`src/rtl/elementwise_stream_multiplier.sv`:
```
// Serial element-wise multiplier: loads LEN operand pairs, multiplies each on
// acceptance into a product buffer, then streams the LEN products back out in index order.
module elementwise_stream_multiplier #(
   parameter int WIDTH = 8,
   parameter int LEN   = 8,
   parameter int IDXW  = $clog2(LEN)
) (
   input  logic                 clk,
   input  logic                 rst_n,
   input  logic                 in_valid,
   output logic                 in_ready,
   input  logic [WIDTH-1:0]     in_a,
   input  logic [WIDTH-1:0]     in_b,
   output logic                 out_valid,
   input  logic                 out_ready,
   output logic [2*WIDTH-1:0]   out_data,
   output logic [IDXW-1:0]      out_index,
   output logic                 out_last,
   output logic                 busy
);

   localparam logic ST_LOAD  = 1'b0;
   localparam logic ST_DRAIN = 1'b1;
   localparam logic [IDXW-1:0] LAST_IDX = IDXW'(LEN - 1);

   logic                 state;
   logic [IDXW-1:0]      wr_idx;
   logic [IDXW-1:0]      rd_idx;
   logic [2*WIDTH-1:0]   prod_mem [LEN];
   logic [2*WIDTH-1:0]   product;
   logic                 in_fire;
   logic                 out_fire;

   // Zero-extend both operands so the multiply is unsigned and full width.
   assign product  = {{WIDTH{1'b0}}, in_a} * {{WIDTH{1'b0}}, in_b};
   assign in_fire  = in_valid && in_ready;
   assign out_fire = out_valid && out_ready;

   // NOTE: sequential state uses non-blocking assignments so every register
   // samples the pre-edge values of its neighbours, independent of block order.
   always_ff @(posedge clk or negedge rst_n) begin
      if (!rst_n) begin
         state  <= ST_LOAD;
         wr_idx <= '0;
         rd_idx <= '0;
      end else begin
         case (state)
            ST_LOAD: begin
               if (in_fire) begin
                  if (wr_idx == LAST_IDX) begin
                     wr_idx <= '0;
                     state  <= ST_DRAIN;
                  end else begin
                     wr_idx <= wr_idx + 1'b1;
                  end
               end
            end
            default: begin
               if (out_fire) begin
                  if (rd_idx == LAST_IDX) begin
                     rd_idx <= '0;
                     state  <= ST_LOAD;
                  end else begin
                     rd_idx <= rd_idx + 1'b1;
                  end
               end
            end
         endcase
      end
   end

   // NOTE: the product buffer is deliberately not reset; every slot is written
   // before it is read, and out_data is forced to zero outside DRAIN instead.
   always_ff @(posedge clk) begin
      if (in_fire) begin
         prod_mem[wr_idx] <= product;
      end
   end

   // Handshake outputs decode only registered state.
   assign in_ready  = (state == ST_LOAD);
   assign out_valid = (state == ST_DRAIN);
   assign out_data  = out_valid ? prod_mem[rd_idx] : '0;
   assign out_index = rd_idx;
   assign out_last  = out_valid && (rd_idx == LAST_IDX);
   assign busy      = out_valid || (wr_idx != '0);

endmodule

```
`config.mk`:
```
export PLATFORM = sky130hd
export DESIGN_NAME = elementwise_stream_multiplier
export DESIGN_NICKNAME = d
export VERILOG_FILES = /design/src/rtl/elementwise_stream_multiplier.sv
export SDC_FILE = /design/constraint.sdc
export NUM_CORES = 1
export LEC_CHECK = 0
export CAP_MARGIN = 10
export CORE_AREA = 2 2 120 122
export CTS_CLUSTER_SIZE = 20
export DETAILED_ROUTE_END_ITERATION = 8
export DIE_AREA = 0 0 122 124
export PLACE_DENSITY = 0.84
export RECOVER_POWER = 25
export SLEW_MARGIN = 40
export SYNTH_ARGS = -nofsm -noshare
export SYNTH_HDL_FRONTEND = slang
export SYNTH_SLANG_ARGS = --single-unit
```
`constraint.sdc`:
```
create_clock -name clk -period 7.53 [get_ports clk]
set_clock_uncertainty 0.2 [all_clocks]
set_input_delay 0.753 -clock clk [delete_from_list [all_inputs] [get_ports clk]]
set_output_delay 0.753 -clock clk [all_outputs]
set_load 0.02 [all_outputs]
```
# After elaboration in Yosys (flattened, before gate mapping)
# Memory sizes are Yosys's and may differ from the RTL's.
# Cells that the tools add are included.
# word_totals
regBits	7
mem_bits_rw	128
input_bits	20
output_inout_bits	23
word_cells	27
mem_count	1
# classes
addsub	2
multipliers	1
n_eq_ne	2
n_mux	10
n_bitwise	1
reduce_logical	7
# memory_table
memory	depth	word_bits	read_ports	rd_ports_with_merged_regs	write_ports	line	text
prod_mem	8	16	1	0	1	29	logic [2*WIDTH-1:0] prod_mem [LEN];
# op_table
operator	count
multiplier 8 x 8 -> 16 bit	1
two-way mux 16 bit	1
two-way mux 1 bit	7
adder 3 x 1 -> 3 bit, second input constant	2
== test 3 bit, second input constant	2
two-way mux 3 bit	2
AND reduction 2 bit	2
logical AND 1 bit	3
nonzero test 3 bit	1
logical OR 1 bit	1
inverter 1 bit	1

# Longest topological paths before layout
# depth
word_depth	4
mapped_depth	15
depth_no_buf	15

# Worst setup path after synthesis
# No wires, ideal clock.
# synth_path
kind	input to register
from	input in_a[4]
to	memory prod_mem[0][14] in the netlist's numbering, data pin
setup_ps	283
arrival_ps	4356
required_time_ps	7047
slack_ps	2691
cell_stages	12
n_path_buf	0
path_cell_list	and2_1 -> fa_1 -> fa_1 -> fa_1 -> inv_1 -> fa_1 -> inv_1 -> ha_1 -> and3_1 -> a31oi_1 -> o21ai_0 -> o311ai_1
# synth_via
elab_chain_cells	1
# synth_lines
item	line	text
from (decl)	12	input logic [WIDTH-1:0] in_a,
multiplier 8 x 8 -> 16 bit	35	assign product = {{WIDTH{1'b0}}, in_a} * {{WIDTH{1'b0}}, in_b};
net product[14]	30	logic [2*WIDTH-1:0] product;
to (decl)	29	
# The timed path passes the listed nets, and every way through them passes these cells.

# Worst setup path after layout
# layout_path
from	input in_a[5]
to	memory prod_mem[0][14] in the netlist's numbering, data pin
# Same word-level chain as after synthesis.

==> out/qor.csv <==
metric;value;unit
FP Rows;43;
worst-case reg-to-reg path depth;5;
fin cells;742;
Core ar.;13700;um^2
Seq/Total Area, Yosys;54.2;%
synth top area cells;edfxtp_1, fa_1, mux4_2;
required time of the critical path;7.43;ns
post-synth top area cell;edfxtp_1;
# hold bufs at CTS;0;
EDFF count, synth;128;
initial antenna violation count;0;
Clock Tree Root;clkbuf_16;
total CTS buffers;17;
Syn Inst Count;488;
PD cells;390;nW/um^2
H-tree depth;4;
clk sinks;135;
Worst-Margin Slew;2.86;ns
post-CTS sizing;0;
met1 Resource Use GR;26.3;%
first-pass GRT wire length;23.2;mm
Slowest cell on crit path;o311ai_1;
area grow syn2layout;15.9;%
failing checks;capacitance limit, slew limit;
setup bufs post-CTS;0;
Port-buffer cells;42;
WP data arrival;5.37;ns
ys async rst share;5.19;%
Nets;646;
RR Startpoint;out_index[0]$_DFFE_PN0P_;
Worst Path Max Fanout;8;
Die ar.;15100;um^2
LEAKAGE;3.32;nW
final worst path period need;5.47;ns
Worst path max stage delay;0.78;ns
busiest grt layer;met2;
Via-to-Cell Ratio;5.67;
endpoints failing setup;0;
TritonRoute pass-1 iters;5;
CP dominant cell by count;fa_1;
grt met2 use;36.3;%
layout cells sized above 1;12.5;%
Detail Placement HPWL;9.68;mm
Reg2Reg Setup Slack;3.94;ns
CP startpoint kind;primary input;
CP Class;in -> reg;
Crit Reg-Reg Endpoint;out_index[0]$_DFFE_PN0P_;
Hold EP;wr_idx[2]$_DFFE_PN0P_;
Initial Utilization;54.0;%
DP Cell Count;710;
Yosys warning count;0;
max-slew violation count;37;
RSZ-0062 raised after global routing;false;
die height;124;um
top-area cell type share of the netlist area;51.9;%
Antenna diodes;0;
max-cap violations;1;
Final Cycle Share;72.6;%
Post-synth top flop;edfxtp_1;
final hold vios;0;
# IOs;43;
crit path from;in_a[5];
crit path cell chain;clkdlybuf4s50_1 -> nand2_1 -> fa_1 -> fa_1 -> inv_1 -> fa_1 -> inv_1 -> fa_1 -> inv_1 -> ha_1 -> and3_1 -> a31oi_1 -> o21ai_0 -> o311ai_1;
status;finished with violations;
Cell variety after synth;39;
GRT Total Usage;21.1;%
relative slew slack;-90.6;%
largest net degree at the start of global routing;37;
hold path depth;1;
critical path endpoint category;flop;
fmax;0.183;GHz
Clock Path Buffers;2;
clock slew at reported path FFs;0.06;ns
maximum VDD drop;0.000226;V
vias in the first global route;4401;
Congestion Overflow GR;0;
wire per inst;20.0;um
final-layout fill cell count;1005;
Routed Antenna Nets;0;
Mapped Nets;585;
Post-Syn Area;7410;um^2
flops & latches, synth;135;
latest clock arrival within the worst-skew pair;0.41;ns
Iter 0 DRT Violations;452;
routability cong.;0.829;
CTS tree;built;
Via Count;4204;
Total Routed Length;14.8;mm
min-delay src;wr_idx[2]$_DFFE_PN0P_;
Worst Hold Class;reg -> reg;
Avg Inst Size Synth;15.2;um^2
drt drc;0;
Setup TNS Final;0;ns
Die Wd;122;um
met3 GRT Util;4.99;%
[stage by stage]
step	area (um^2)	hold slack [ns]	setup WS [ns]	power, mW	utilization, %
6_report	8580	0.418	2.06	3.34	62.6
5_1_grt	8580	0.440	1.72	3.52	62.6
4_1_cts	8620	0.394	2.15	3.35	62.9
3_5_place_dp	8080	0.399	1.75	2.58	58.9
3_3_place_gp	8040	0.374	1.93	2.51	58.6
2_1_floorplan	7410	0.257	2.69	2.15	-
[worst max-delay path, delay by kind of cell]
kind,cells,cell delay (ns)
AND/OR/NAND/NOR,2,0.33
adder cells (fa/ha/maj),5,2.41
AO/OA/AOI/OAI,3,1.12
buffers and inverters,4,0.74
[routing by layer]
layer	vias up	routed length, um
met3	23	928
met5	-	0
met2	185	7690
li1	1879	-
met1	2117	5970
met4	0	243
[final cells by class]
class | instances | area, um^2 | area share [%]
Sequential cell | 135 | 4020 | 46.9
Timing Repair Buffer | 53 | 484 | 5.64
Multi-Input combinational cell | 288 | 3100 | 36.2
Clock inverter | 12 | 110 | 1.28
Clock buffer | 20 | 437 | 5.09
Tap cell | 180 | 225 | 2.62
Inverter | 54 | 203 | 2.36
[synth_stat cells (4+ instances only)]
cell,number
a21o_1,7
a21oi_1,7
and2_1,58
buf_2,5
dfrtp_1,7
edfxtp_1,128
fa_1,36
ha_1,41
inv_1,53
mux2i_1,17
mux4_2,30
nand2_1,20
nor2_1,28
o21ai_0,4
xnor2_1,8
[state kept, by name (all words and copies together) (netlist names)]
signal     flops
out_index      3
out_valid      1
prod_mem     128
wr_idx         3
[how the worst max path moves through the flow]
stage / slack (ns) / cells past startpoint / to
finish: 2.06 / 14 / prod_mem[0][14]$_DFFE_PP_
detailed placement: 1.75 / 14 / prod_mem[1][14]$_DFFE_PP_
CTS: 2.15 / 14 / prod_mem[1][14]$_DFFE_PP_
global placement: 1.93 / 14 / prod_mem[0][14]$_DFFE_PP_
global route: 1.72 / 5 / out_data[0]
floorplan: 2.69 / 12 / prod_mem[0][14]$_DFFE_PP_
[logic make-up (layout without fill, tap and decap cells)]
| group | after synthesis | after routing | synth area share, % |
|---|---|---|---|
| multiplexers | 52 | 52 | 12.6 |
| buffers and inverters | 65 | 139 | 4.02 |
| XOR/XNOR | 11 | 11 | 1.30 |
| adder cells (fa/ha/maj) | 77 | 77 | 16.7 |
| AND/OR/NAND/NOR | 120 | 120 | 8.51 |
| flip-flops | 135 | 135 | 54.2 |
| AO/OA/AOI/OAI | 28 | 28 | 2.69 |
[where the power goes]
| part | switching, mW | internal [mW] |
|---|---|---|
| Clock | 0.285 | 0.479 |
| Sequential | 0.0701 | 1.13 |
| Combinational | 0.797 | 0.583 |
| Total | 1.15 | 2.19 |
[placed cells by master, fill, tap and decap left out, drive strengths merged]
master         count
a31oi              1
o311a              1
bufinv             2
o311ai             1
clkbuf            27
nand4b             1
o22ai              1
a21o               7
mux2               3
nand3b             1
and2              58
edfxtp           128
or3                1
a211oi             1
ha                41
mux4              32
o21ai              5
nor3               3
dlygate4sd3        4
a21boi             1
fa                36
clkinv             9
inv               53
xnor2              8
and3               1
o21a               1
dfrtp              7
nor2b              3
a21oi              9
nand4              2
nand2             20
mux2i             17
buf                4
clkinvlp           2
clkdlybuf4s50     38
nor2              28
nand2b             2
xor2               3
No activity file was read; power rests on OpenSTA's default activity.
